[src/rtl/wf_playback_ctrl.sv]
// Waveform playback sequencer: reads len samples from the DPBRAM at a fixed sample
// period, repeats for cycle_num passes (0 = forever), and strobes each sample out.
module wf_playback_ctrl #(
  parameter int ADDR_WIDTH = 10,
  parameter int DATA_WIDTH = 16,
  parameter int DIV_WIDTH  = 32,
  parameter int CYC_WIDTH  = 16
) (
  input  logic                  i_clk,
  input  logic                  i_rst,
  input  logic                  i_wf_mode_start,
  input  logic                  i_wf_write_en,
  input  logic [ADDR_WIDTH:0]   i_wf_len,
  input  logic [DIV_WIDTH-1:0]  i_wf_step_div,
  input  logic [CYC_WIDTH-1:0]  i_wf_cycle_num,
  output logic                  o_bram_rd_en,
  output logic [ADDR_WIDTH-1:0] o_bram_rd_addr,
  input  logic [DATA_WIDTH-1:0] i_bram_rd_data,
  output logic [DATA_WIDTH-1:0] o_wf_data,
  output logic                  o_wf_data_valid,
  output logic [31:0]           o_wf_read_cnt,
  output logic                  o_wf_busy,
  output logic                  o_wf_done,
  output logic                  o_wf_err
);

  typedef enum logic [2:0] {S_IDLE, S_PREP, S_WAIT, S_RUN, S_DONE} state_t;

  localparam logic [ADDR_WIDTH:0] LEN_MAX = {1'b1, {ADDR_WIDTH{1'b0}}};

  state_t                r_state, w_next;
  logic                  r_start_d;
  logic [ADDR_WIDTH:0]   r_len;
  logic [DIV_WIDTH-1:0]  r_div, r_div_cnt;
  logic [CYC_WIDTH-1:0]  r_cyc_num, r_cyc_cnt;
  logic [ADDR_WIDTH-1:0] r_addr;
  logic [DATA_WIDTH-1:0] r_prefetch, r_data;
  logic                  r_rd_pend, r_valid, r_err;
  logic [31:0]           r_read_cnt;

  logic                  w_start_pulse, w_bad_params, w_accept, w_reject;
  logic                  w_active, w_abort, w_tick, w_last_addr, w_finish;
  logic [ADDR_WIDTH-1:0] w_next_addr;
  logic [CYC_WIDTH-1:0]  w_cyc_next;
  logic                  w_rd_en;

  assign w_start_pulse = i_wf_mode_start & ~r_start_d;
  assign w_bad_params  = (i_wf_len == '0) || (i_wf_len > LEN_MAX) ||
                         (i_wf_step_div < DIV_WIDTH'(2)) || i_wf_write_en;
  assign w_accept      = (r_state == S_IDLE) & w_start_pulse & ~w_bad_params;
  assign w_reject      = (r_state == S_IDLE) & w_start_pulse &  w_bad_params;
  assign w_active      = (r_state == S_PREP) | (r_state == S_WAIT) | (r_state == S_RUN);
  // Abort takes priority over a tick landing in the same clock.
  assign w_abort       = w_active & (~i_wf_mode_start | i_wf_write_en);
  assign w_tick        = (r_state == S_RUN) & (r_div_cnt == '0) & ~w_abort;
  assign w_last_addr   = ({1'b0, r_addr} == (r_len - (ADDR_WIDTH+1)'(1)));
  assign w_next_addr   = w_last_addr ? '0 : r_addr + ADDR_WIDTH'(1);
  assign w_cyc_next    = w_last_addr ? r_cyc_cnt + CYC_WIDTH'(1) : r_cyc_cnt;
  assign w_finish      = w_tick & w_last_addr & (r_cyc_num != '0) & (w_cyc_next == r_cyc_num);
  assign w_rd_en       = (r_state == S_PREP) | (w_tick & ~w_finish);

  always_comb begin
    w_next = r_state;
    case (r_state)
      S_IDLE: if (w_accept) w_next = S_PREP;
      S_PREP: w_next = S_WAIT;
      S_WAIT: w_next = S_RUN;
      S_RUN:  if (w_finish) w_next = S_DONE;
      S_DONE: if (!i_wf_mode_start) w_next = S_IDLE;
      default: w_next = S_IDLE;
    endcase
    if (w_abort) w_next = S_IDLE;
  end

  // r_start_d resets high so a start level held through reset is not taken as an edge.
  always_ff @(posedge i_clk or negedge i_rst) begin
    if (!i_rst) begin
      r_state    <= S_IDLE;
      r_start_d  <= 1'b1;
      r_len      <= '0;
      r_div      <= '0;
      r_cyc_num  <= '0;
      r_addr     <= '0;
      r_div_cnt  <= '0;
      r_cyc_cnt  <= '0;
      r_prefetch <= '0;
      r_rd_pend  <= 1'b0;
      r_data     <= '0;
      r_valid    <= 1'b0;
      r_err      <= 1'b0;
      r_read_cnt <= '0;
    end else begin
      r_state   <= w_next;
      r_start_d <= i_wf_mode_start;
      r_err     <= w_reject | (w_abort & i_wf_write_en);
      r_valid   <= w_tick;
      r_rd_pend <= w_rd_en;
      if (r_rd_pend) r_prefetch <= i_bram_rd_data;
      if (r_state == S_RUN)
        r_div_cnt <= (r_div_cnt == r_div - DIV_WIDTH'(1)) ? '0 : r_div_cnt + DIV_WIDTH'(1);
      if (w_tick) begin
        r_data    <= r_prefetch;
        r_addr    <= w_next_addr;
        r_cyc_cnt <= w_cyc_next;
        if (r_read_cnt != '1) r_read_cnt <= r_read_cnt + 32'd1;
      end
      if (w_accept) begin
        r_len      <= i_wf_len;
        r_div      <= i_wf_step_div;
        r_cyc_num  <= i_wf_cycle_num;
        r_addr     <= '0;
        r_div_cnt  <= '0;
        r_cyc_cnt  <= '0;
        r_read_cnt <= '0;
      end
    end
  end

  assign o_bram_rd_en    = w_rd_en;
  assign o_bram_rd_addr  = w_tick ? w_next_addr : '0;
  assign o_wf_data       = r_data;
  assign o_wf_data_valid = r_valid;
  assign o_wf_read_cnt   = r_read_cnt;
  assign o_wf_busy       = w_active;
  assign o_wf_done       = (r_state == S_DONE);
  assign o_wf_err        = r_err;

endmodule

[config.mk]
export PLATFORM = sky130hd
export DESIGN_NAME = wf_playback_ctrl
export DESIGN_NICKNAME = d
export VERILOG_FILES = /design/src/rtl/wf_playback_ctrl.sv
export SDC_FILE = /design/constraint.sdc
export NUM_CORES = 1
export LEC_CHECK = 0
export ABC_AREA = 1
export BUFFER_PORTS_ARGS = -buffer_cell sky130_fd_sc_hd__buf_2
export CORE_MARGIN = 8
export CORE_UTILIZATION = 50
export DETAILED_ROUTE_END_ITERATION = 8
export GPL_ROUTABILITY_DRIVEN = 0
export PLACE_DENSITY_LB_ADDON = 0.08
export SLEW_MARGIN = 20
export SYNTH_ARGS = -nofsm -noshare
export SYNTH_HDL_FRONTEND = slang
export SYNTH_SLANG_ARGS = --single-unit
export TNS_END_PERCENT = 50
[constraint.sdc]
create_clock -name i_clk -period 8.35 [get_ports i_clk]
set_input_delay 1.67 -clock i_clk [delete_from_list [all_inputs] [get_ports i_clk]]
set_output_delay 1.67 -clock i_clk [all_outputs]
set_load 0.05 [all_outputs]
==> Yosys cells after proc, flatten, opt, wreduce, memory -nomap -nowiden <==
Index checks and enable logic that the tools add are counted.
{ "classes": {"muxes": 18, "bitwise": 22, "n_reduce_logical": 12, "n_eq_ne": 11, "n_lt_le_gt_ge": 2, "add_sub_neg": 6} }
{ "op_table": {"columns": ["op", "n"], "rows": [
  ["two-way mux 32 bit", 6],
  ["adder 32 x 1 -> 32 bit (second input constant)", 2],
  ["two-way mux 16 bit", 3],
  ["two-way mux 10 bit", 4],
  ["equality test 32 bit", 1],
  ["logical NOT 32 bit", 1],
  ["less-than comparator 32 x 2 -> 1 bit (second input constant)", 1],
  ["!= test 32 bit (second input constant)", 1],
  ["subtractor 32 x 1 -> 32 bit (second input constant)", 1],
  ["adder 16 x 1 -> 16 bit (second input constant)", 1],
  ["equality test 16 bit", 1],
  ["nonzero test 16 bit", 1],
  ["one-hot mux 3 bit (5 select lines)", 1],
  ["AND 1 bit", 12],
  ["two-way mux 3 bit", 4],
  ["equality test 10 x 11 -> 1 bit", 1],
  ["greater-than comparator 11 bit (second input constant)", 1],
  ["logical NOT 11 bit", 1],
  ["subtractor 11 x 1 -> 11 bit (second input constant)", 1],
  ["adder 10 x 1 -> 10 bit (second input constant)", 1],
  ["equality test 3 x 2 -> 1 bit (second input constant)", 2],
  ["!= test 3 bit (second input constant)", 2],
  ["nonzero test 2 bit", 3],
  ["NOT 1 bit", 5],
  ["8 further kinds", 14]
]} }
{ "totals": {"input_bits": 79, "ff_bits": 188, "output_inout_bits": 63} }

==> Depth between registers and ports, before layout <==
Gate-level depths: netlist of run 1.
{ "logic_depth": {"word_depth": 12, "ltp_mapped": 22} }

==> Worst setup path after synthesis of run 1 <==
No wires, ideal clock.
{ "synth_timing": {"path_kind": "input -> output", "start": "input port i_wf_mode_start", "end": "output port o_bram_rd_addr[2]", "arrival_time_ns": 3.758, "stages": 8, "setup_slack_ns": 2.922, "path_cell_list": "inv_1 > nor2_1 > inv_1 > nor2_4 > nand4_2 > nor2_4 > nand2_1 > nor3b_1"} }
{ "synth_between": {"elab_chain_cells": 6} }
{ "synth_rtl": {"columns": ["element", "line", "source"], "rows": [
  ["from (decl)", "11", "input logic i_wf_mode_start,"],
  ["NOT 1 bit", "54", "assign w_abort = w_active & (~i_wf_mode_start | i_wf_write_en);"],
  ["OR 1 bit", "54", null],
  ["AND 1 bit", "54", null],
  ["NOT 1 bit", "55", "assign w_tick = (r_state == S_RUN) & (r_div_cnt == '0) & ~w_abort;"],
  ["AND 1 bit", "55", null],
  ["named net w_tick", "42", "logic w_active, w_abort, w_tick, w_last_addr, w_finish;"],
  ["two-way mux 10 bit", "120", "assign o_bram_rd_addr = w_tick ? w_next_addr : '0;"],
  ["to (decl)", "17", "output logic [ADDR_WIDTH-1:0] o_bram_rd_addr,"]
]} }
The timed path passes the listed nets, and every way through them passes these cells.

==> Worst setup path after layout of run 1 <==
{ "layout_timing": {"start": "register r_len[0]", "end": "output port o_bram_rd_en"} }
{ "layout_between": {"elab_chain_cells": 8} }
{ "layout_rtl": {"columns": ["element", "line", "source"], "rows": [
  ["from (decl)", "33", "logic [ADDR_WIDTH:0] r_len;"],
  ["from (signal assigned)", "108", "r_len <= i_wf_len;"],
  ["subtractor 11 x 1 -> 11 bit (*)", "56", "assign w_last_addr = ({1'b0, r_addr} == (r_len - (ADDR_WIDTH+1)'(1)));"],
  ["equality test 10 x 11 -> 1 bit (*)", "56", null],
  ["two-way mux 16 bit or AND 1 bit (tied branches)", "58, 59", null],
  ["equality test 16 bit or AND 1 bit (tied branches)", "59", "assign w_finish = w_tick & w_last_addr & (r_cyc_num != '0) & (w_cyc_next == r_cyc_num);"],
  ["AND 1 bit (*)", "59", null],
  ["NOT 1 bit (*)", "60", "assign w_rd_en = (r_state == S_PREP) | (w_tick & ~w_finish);"],
  ["AND 1 bit (*)", "60", null],
  ["OR 1 bit (*)", "60", null],
  ["to (decl)", "16", "output logic o_bram_rd_en,"]
]} }
Mark *: on every way between the ends. The rest lies on a longest branch, timed or not.

==> impl_metrics.tcl, run 1 <==
set metrics [dict create \
    r2r_start "r_state[0]$_DFFE_PN0P_" \
    cts_setup_buffers 0 \
    viasPerCell 5.31 \
    ctsHoldBuffers 0 \
    core_sq_um 23500 \
    synthCells 1612 \
    r2r_cells 18 \
    period_share 0.649 \
    power_w 0.00424 \
    cap_violations 0 \
    holdPathEnd "o_wf_data[2]$_DFFE_PN0P_" \
    insertion_delay_ns 0.45 \
    final_nets 1802 \
    setup.worst_path.class "register to output port" \
    power_leakage_nw 6.48 \
    slew_viol_final 0 \
    grt_max_degree 99 \
    cp_cell_sequence "inv_1 -> ha_1 -> nand2_1 -> inv_1 -> nor2_1 -> nand2_1 -> nor2_1 -> nand2_1 -> nor2_4 -> nand3_4 -> nand2_1 -> nand2_1 -> nand2_1 -> o21ai_0 -> nor2_1 -> nand2_1 -> nor2_1 -> nand3_1 -> nand2_1 -> o21ai_1 -> buf_2" \
    fp.dieH_um 171 \
    status "finished clean" \
    wl_um 32200 \
    synth-edff-count 0 \
    tightest_slew_ns 1.02 \
    track_usage 0.224 \
    rsz0062_at_grt "false" \
    ctsRootBufferMaster "clkbuf_16" \
    arrival_ns 3.75 \
    worst_ep_required_time_ns 6.68 \
    ys_ff_latch 188 \
    ir_drop_v 0.000165 \
    layout_commonest_cell "nand2_1" \
    async_reset_ff_frac 1.00 \
    layout-area-overhead-vs-synth_pct 10.8 \
    cts_resized 0 \
    routedWlPerCell_um 15.7 \
    cts_buffer_depth 2 \
    yosysWarnings 0 \
    synth_nets 1698 \
    cts_sinks 188 \
    hold_path.startpoint "o_wf_data[2]$_DFFE_PN0P_" \
    postRouteAntennaNets 0 \
    crit_slowest_cell "dfrtp_1" \
    avgSynthCellArea_sq_um 7.44 \
    synth-seq-area-share 0.392 \
    drt_pass1_iterations 5 \
    critPathMaxStageDelay_ns 0.40 \
    drt_iter0_drc 965 \
    clkTransAtPathRegs_ns 0.08 \
    regToRegSetupSlack_ns 4.76 \
    antenna_found_initial 1 \
    cts_tree "done" \
    syn_area_sq_um 12000 \
    drc_errors 0 \
    critPathCaptureType "output port" \
    clock_skew_ns 0.0197 \
    fmax_ghz 0.184 \
    io_pins 142 \
    final_core_util 0.565 \
    hold_ws_ns 0.488 \
    cp_top_family "simple AND/OR/NAND/NOR gates" \
    overflow 0 \
    slew_headroom 0.322 \
    power-per-cell-area_nw_per_um2 319 \
    worstSetupStartpoint "r_len[0]$_DFFE_PN0P_" \
    crit_path_max_fanout 22 \
    grt_pass1_wl_um 53100 \
    numCtsBuffers 17 \
    initial_core_util 0.510 \
    drive_gt1_frac 0.160 \
    rr_endpoint "o_wf_read_cnt[22]$_DFFE_PN0P_" \
    grt_pass1_vias 10700 \
    synth.distinct_cells 58 \
    portBuffers 141 \
    final-setup-viol-count 0 \
    cp_common_cell "nand2_1" \
    die-width_um 171 \
    post-route-min-period_ns 5.42 \
    vias 10900 \
    worst-path-buf-inv 3 \
    startpoint_type "register" \
    setup_tns_ns 0 \
    dieArea_sq_um 29200 \
    place.detailed.hpwl_um 23900 \
    final_cell_mix "nand2_1, inv_1, dfrtp_1" \
    rows 56 \
    hold_depth 2 \
    hold_class "register to register" \
    cts.htree.levels 4 \
    synth_top_flop_cell "dfrtp_1" \
    hold_viol_final 0 \
]
## synth_stat cells (3+ instances only)
cell type | n | share of area
buf_6 | 4 | 0.0038
nor2_4 | 11 | 0.010
xnor2_1 | 16 | 0.012
nor2_2 | 13 | 0.0068
nor2_8 | 3 | 0.0050
o21ai_2 | 30 | 0.022
clkbuf_8 | 8 | 0.0092
ha_1 | 7 | 0.0073
inv_2 | 6 | 0.0019
nand4_1 | 59 | 0.031
a21oi_1 | 27 | 0.011
a211oi_1 | 3 | 0.0019
buf_4 | 10 | 0.0063
inv_1 | 196 | 0.061
dfrtp_1 | 187 | 0.39
o21ai_0 | 105 | 0.044
nand2_1 | 408 | 0.13
buf_2 | 4 | 0.0017
o21ai_1 | 9 | 0.0038
nand3_1 | 101 | 0.042
xor2_1 | 74 | 0.054
nor3_1 | 62 | 0.026
or2_2 | 12 | 0.0063
nor4_1 | 24 | 0.013
nand2_2 | 11 | 0.0057
clkbuf_1 | 27 | 0.0084
nand3b_1 | 8 | 0.0050
nor2_1 | 136 | 0.043
buf_12 | 3 | 0.0050
o22ai_1 | 15 | 0.0078
## layer usage
| metal | vias up | wire, um | GRT usage | share of wire |
|---|---|---|---|---|
| met5 | - | 0 | 0 | 0 |
| met4 | 0 | 484 | 0.0567 | 0.015 |
| met3 | 36 | 1560 | 0.0415 | 0.048 |
| met2 | 269 | 15600 | 0.381 | 0.48 |
| met1 | 5137 | 14600 | 0.292 | 0.45 |
| li1 | 5448 | - | - | - |
## area by class of cell
cell class | count | area (sq um)
multi-input cells | 1160 | 6090
repair buffers | 146 | 752
clock buffers | 18 | 429
inverters | 203 | 762
flip-flops and latches | 188 | 4710
diodes | 1 | 2.50
clock inverters | 14 | 155
fillers | 2339 | 10200
well taps | 319 | 399
## cells by family after synthesis
kind of cell | count (synthesis) | share of synthesized area
flip-flops | 188 | 0.392
adder cells (fa/ha/maj) | 7 | 0.00730
AND/OR/NAND/NOR | 863 | 0.335
AO/OA/AOI/OAI | 199 | 0.0971
XOR/XNOR | 91 | 0.0671
buffers and inverters | 264 | 0.101
## worst max path at each step
| stage | end | slack [ns] | cells after the start |
|---|---|---|---|
| floorplan | o_bram_rd_addr[2] | 2.92 | 8 |
| global placement | o_bram_rd_en | 3.01 | 17 |
| detailed placement | o_bram_rd_en | 2.95 | 17 |
| CTS | o_bram_rd_en | 2.93 | 21 |
| global route | o_bram_rd_en | 2.54 | 21 |
| finish | o_bram_rd_en | 2.93 | 21 |
## sequential cells by signal, indices dropped and copies added (netlist names)
name,cells
o_wf_data,16
o_wf_data_valid,1
o_wf_err,1
o_wf_read_cnt,32
r_addr,10
r_cyc_cnt,16
r_cyc_num,16
r_div,32
r_div_cnt,32
r_len,11
r_prefetch,16
r_rd_pend,1
r_start_d,1
r_state,3
## tightest hold or removal path, cell delays in order (launching register included)
cell and delay (ns):
dfrtp_1 0.35, nand2_1 0.05, o21ai_0 0.06
## through the flow
stage	instance area, sq um	instances	setup slack (ns)
final	13300	2049	2.93
after global routing	13300	2049	2.54
after CTS	13300	2048	2.93
after detailed placement	12700	2016	2.95
after global placement	12700	2016	3.01
after floorplan	12000	1612	2.92
## report_power, final
group | total [W] | switching (W) | internal (W)
registers | 0.00161 | 0.000386 | 0.00122
logic | 0.00182 | 0.00120 | 0.000616
clock network | 0.000816 | 0.000414 | 0.000402
total | 0.00424 | 0.00200 | 0.00224
No activity file was read; power rests on OpenSTA's default activity.
==> inputs of run 2 (changes only) <==
==> constraint.sdc (replaced) <==
create_clock -name i_clk -period 4.75 [get_ports i_clk]
set_input_delay 0.95 -clock i_clk [delete_from_list [all_inputs] [get_ports i_clk]]
set_output_delay 0.95 -clock i_clk [all_outputs]
set_load 0.05 [all_outputs]
==> run 2 against run 1 <==
Compared with the run above:
- total power up 78%
- design area rose by 0.97%
- hold slack worse by 0.0065 ns
- critical endpoint unchanged
- critical path type unchanged
- global-route usage down 0.063 points
==> impl_metrics.tcl, run 2 (synthesis gave the netlist of run 1 again) <==
set metrics [dict create \
    status "finished clean" \
    critPathMaxStageDelay_ns 0.41 \
    post-route-min-period_ns 4.42 \
    track_usage 0.224 \
    cts_buffer_depth 2 \
    crit_slowest_cell "dfrtp_1" \
    ctsHoldBuffers 0 \
    rows 56 \
    ctsRootBufferMaster "clkbuf_16" \
    drt_pass1_iterations 8 \
    drive_gt1_frac 0.167 \
    die-width_um 171 \
    critPathCaptureType "output port" \
    setup_tns_ns 0 \
    hold_class "register to register" \
    initial_core_util 0.510 \
    drc_errors 0 \
    final_core_util 0.570 \
    crit_path_max_fanout 12 \
    wl_um 32400 \
    io_pins 142 \
    placed_cells 2021 \
    cts.htree.levels 4 \
    numCtsBuffers 17 \
    fmax_ghz 0.226 \
    cp_common_cell "nand2_1" \
    layout-area-overhead-vs-synth_pct 11.9 \
    routedWlPerCell_um 15.7 \
    rsz0062_at_grt "false" \
    fin_cells 2064 \
    postRouteAntennaNets 0 \
    cp_top_family "simple AND/OR/NAND/NOR gates" \
    ir_drop_v 0.000356 \
    multiInputGateArea_sq_um 6110 \
    worst_ep_required_time_ns 3.80 \
    period_share 0.932 \
    slew_viol_final 0 \
    final_nets 1817 \
    arrival_ns 3.47 \
    insertion_delay_ns 0.45 \
    fillerInstances 2322 \
    final_cell_mix "nand2_1, inv_1, dfrtp_1" \
    regArea_sq_um 4710 \
    cp_cell_sequence "inv_1 -> ha_1 -> nand2_2 -> nor2_2 -> nand2_1 -> nand2_1 -> nand2_1 -> nor2_4 -> buf_4 -> nand4_1 -> nand2_1 -> nand2_1 -> a21oi_1 -> nand2_1 -> nor2_1 -> nand3_1 -> nand2_1 -> o21ai_1 -> buf_2" \
    final-setup-viol-count 0 \
    overflow 0 \
    vias 11000 \
    hold_viol_final 0 \
    fp.dieH_um 171 \
    cts_sinks 188 \
    grt_max_degree 91 \
    startpoint_type "register" \
    tightest_slew_ns 0.847 \
    clkTransAtPathRegs_ns 0.08 \
    power_w 0.00756 \
    antenna_found_initial 1 \
    power-per-cell-area_nw_per_um2 564 \
    dieArea_sq_um 29200 \
    clock_skew_ns 0.0197 \
    drt_iter0_drc 910 \
    core_sq_um 23500 \
    viasPerCell 5.32 \
    power_leakage_nw 6.54 \
    layout_commonest_cell "nand2_1" \
    cap_violations 0 \
    portBuffers 141 \
    setup.worst_path.class "register to output port" \
    grt_pass1_wl_um 53000 \
    worst-path-buf-inv 3 \
    grt_pass1_vias 10500 \
    hold_ws_ns 0.481 \
    place.detailed.hpwl_um 24000 \
    slew_headroom 0.436 \
    cts_tree "done" \
]
-- run 2: changes by cell type in the layout (fill, tap and decap cells not counted) --
cell | before | now
nand3_4 | 3 | 4
clkinv_8 | 3 | 2
inv_6 | 1 | 2
inv_8 | 5 | 3
buf_12 | 0 | 2
clkbuf_1 | 1 | 2
buf_4 | 5 | 17
clkinvlp_4 | 2 | 3
-- run 2: report_power, final --
group	internal (W)	switching (W)	total [W]	leakage, nW
logic	0.00116	0.00214	0.00330	3.84
registers	0.00215	0.000688	0.00284	2.44
clock network	0.000697	0.000727	0.00142	0.266
-- run 2: worst paths after layout --
kind / startpoint / end / slack (ns) / depth (start not counted)
setup / recovery: r_len[0]$_DFFE_PN0P_ / o_bram_rd_en / 0.33 / 19
hold / removal: o_wf_data[8]$_DFFE_PN0P_ / o_wf_data[8]$_DFFE_PN0P_ / 0.48 / 2
hold reg to reg: o_wf_data[8]$_DFFE_PN0P_ / o_wf_data[8]$_DFFE_PN0P_ / 0.48 / 2
min in group asynchronous: i_rst / o_wf_data[14]$_DFFE_PN0P_ / 0.55 / 1
setup reg to reg: r_state[0]$_DFFE_PN0P_ / o_wf_read_cnt[22]$_DFFE_PN0P_ / 1.42 / 20
max in group asynchronous: i_rst / r_div_cnt[16]$_DFFE_PN0P_ / 3.09 / 2
-- run 2: worst reg2reg max path, delay by kind of cell, from the launching register on --
family / cells / cell delay, ns
buf+inv: 4 / 0.84
flops: 1 / 0.42
simple gates: 16 / 2.02
-- run 2: cell type report --
class	instances	share of cell area
multi-input combinational	1161	0.455
sequential	188	0.351
timing repair buffer	160	0.0657
inverter	203	0.0568
clock buffer	19	0.0322
tap	319	0.0297
clock inverter	13	0.00988
antenna	1	0.000186
-- run 2: metal layers --
layer  wire (um)  part of all wire  global-route usage  vias up
li1            -                 -                   -     5478
met1       14600              0.45               0.301     5155
met2       15600              0.48               0.375      315
met3        1850             0.057              0.0364       34
met4         343             0.011              0.0488        0
met5           0                 0                   0        -
-- run 2: through the flow --
| step | cell area (sq um) | setup slack, ns |
|---|---|---|
| after floorplan | 12000 | 0.762 |
| after global placement | 12800 | 0.792 |
| after detailed placement | 12800 | 0.714 |
| after CTS | 13300 | 0.218 |
| after global routing | 13400 | 0.0312 |
| final | 13400 | 0.325 |
-- run 2: what timing repair did --
action | in CTS | in global routing
endpoints found under the setup margin | 0 | 1
hold endpoints to repair | 0 | 0
gates resized for setup | 0 | 1
buffers inserted | 0 | 9
==> inputs of run 3 (changes only) <==
==> constraint.sdc (replaced) <==
create_clock -name i_clk -period 4.75 [get_ports i_clk]
set_input_delay 0.95 -clock i_clk [delete_from_list [all_inputs] [get_ports i_clk]]
set_output_delay 0.95 -clock i_clk [all_outputs]
set_load 0.02 [all_outputs]
==> run 3 against run 2 <==
Compared with the run above:
- global-route usage shrank 0.10 points
- clock power is 3% higher
- combinational power decreased by 9.7%
- final cell count down 0.24%
- sequential cell count stayed put
- first-iteration DRC count rose by 6.3%
==> impl_metrics.tcl, run 3 (synthesis gave the netlist of run 1 again) <==
set metrics [dict create \
    power_w 0.00727 \
    hold_path.startpoint "o_wf_data[9]$_DFFE_PN0P_" \
    cts_resized 0 \
    grt_pass1_vias 10500 \
    core_sq_um 23500 \
    rr_endpoint "o_wf_read_cnt[22]$_DFFE_PN0P_" \
    status "finished clean" \
    viasPerCell 5.31 \
    setup.worst_path.class "register to output port" \
    clock_skew_ns 0.0170 \
    cp_top_family "simple AND/OR/NAND/NOR gates" \
    cts_buffer_depth 2 \
    overflow 0 \
    postRouteAntennaNets 0 \
    cts_sinks 188 \
    clkTransAtPathRegs_ns 0.08 \
    fillerInstances 2302 \
    drt_pass1_iterations 6 \
    grt_pass1_wl_um 52900 \
    regArea_sq_um 4710 \
    cts.htree.levels 4 \
    place.detailed.hpwl_um 24200 \
    stdcell_area_sq_um 13400 \
    final_cell_mix "nand2_1, inv_1, dfrtp_1" \
    cp_common_cell "nand2_1" \
    slew_viol_final 0 \
    arrival_ns 3.53 \
    vias 10900 \
    final_nets 1812 \
    drt_iter0_drc 967 \
    r2r_cells 20 \
    initial_core_util 0.510 \
    rsz0062_at_grt "false" \
    cts_tree "done" \
    hold_class "register to register" \
    dpl_cell_area_sq_um 12800 \
    startpoint_type "register" \
    layout_commonest_cell "nand2_1" \
    die-width_um 171 \
    wl_um 32200 \
    worst_ep_required_time_ns 3.80 \
    power_leakage_nw 6.53 \
    fp.dieH_um 171 \
    numCtsBuffers 17 \
    post-route-min-period_ns 4.48 \
    final-setup-viol-count 0 \
    ctsHoldBuffers 0 \
    ir_drop_v 0.000224 \
    fmax_ghz 0.223 \
    slew_headroom 0.379 \
    cap_violations 0 \
    crit_path_max_fanout 22 \
    routedWlPerCell_um 15.6 \
    insertion_delay_ns 0.44 \
    antenna_found_initial 2 \
    portBuffers 141 \
    cp_cell_sequence "inv_1 -> ha_1 -> nand2_2 -> nor2_2 -> nand2_1 -> nand2_1 -> nand2_2 -> nor2_8 -> nand3_4 -> nand2_1 -> nand2_1 -> nand2_1 -> o21ai_0 -> nor2_1 -> nand2_1 -> nor2_1 -> nand3_1 -> nand2_1 -> o21ai_1 -> buf_2" \
    r2r_start "r_state[0]$_DFFE_PN0P_" \
    track_usage 0.223 \
    worst-path-buf-inv 2 \
    dieArea_sq_um 29200 \
    hold_depth 2 \
    io_pins 142 \
    crit_slowest_cell "dfrtp_1" \
    final_core_util 0.569 \
    setup_tns_ns 0 \
    rows 56 \
    drc_errors 0 \
    hold_viol_final 0 \
    period_share 0.943 \
    critPathCaptureType "output port" \
    power-per-cell-area_nw_per_um2 543 \
    cts_setup_buffers 0 \
    regToRegSetupSlack_ns 1.49 \
    grt_max_degree 109 \
    tightest_slew_ns 0.932 \
    ctsRootBufferMaster "clkbuf_16" \
    multiInputGateArea_sq_um 6090 \
    layout-area-overhead-vs-synth_pct 11.6 \
    critPathMaxStageDelay_ns 0.41 \
    holdPathEnd "o_wf_data[9]$_DFFE_PN0P_" \
    drive_gt1_frac 0.165 \
    path_depth 20 \
]
run 3: worst reg2reg max path: cells and delay by family (launching register included):
family,cells,cell delay [ns]
and+or+nand+nor,16,1.97
buffers and inverters,4,0.84
DFF,1,0.41
run 3: how the worst max path moves through the flow:
stage | to | from | slack [ns]
after floorplan | o_bram_rd_addr[2] | i_wf_mode_start | 1.39
after global placement | o_bram_rd_en | r_len[0]$_DFFE_PN0P_ | 0.81
after detailed placement | o_bram_rd_en | r_len[0]$_DFFE_PN0P_ | 0.70
after CTS | o_bram_rd_en | r_len[0]$_DFFE_PN0P_ | 0.22
after global routing | o_bram_rd_en | r_len[0]$_DFFE_PN0P_ | 0.02
final | o_bram_rd_en | r_len[0]$_DFFE_PN0P_ | 0.27
run 3: area by class of cell:
cell class                 instances  share of cell area
tap                              319              0.0298
clock buffer                      18              0.0321
timing repair buffer             156              0.0627
clock inverter                    13              0.0116
sequential                       188               0.352
inverter                         203              0.0569
multi-input combinational       1160               0.455
antenna                            2            0.000374
run 3: per-layer routing:
layer | global-route usage | vias up | wire [um]
met1 | 0.299 | 5137 | 14600
met3 | 0.0422 | 38 | 1770
met5 | 0 | - | 0
li1 | - | 5461 | -
met4 | 0.0590 | 0 | 526
met2 | 0.365 | 289 | 15300
run 3: where the power goes:
part | switching, W | internal (W) | total [W]
clock | 0.000708 | 0.000748 | 0.00146
combinational | 0.00187 | 0.00111 | 0.00298
sequential | 0.000683 | 0.00215 | 0.00283
total | 0.00326 | 0.00401 | 0.00727
run 3: through the flow:
| stage | hold slack, ns | instances | worst slack (ns) |
|---|---|---|---|
| final | 0.479 | 2059 | 0.271 |
| after global routing | 0.506 | 2059 | 0.0164 |
| after CTS | 0.488 | 2053 | 0.220 |
| after detailed placement | 0.468 | 2022 | 0.702 |
| after global placement | 0.461 | 2022 | 0.810 |
| after floorplan | 0.466 | 1612 | 1.39 |
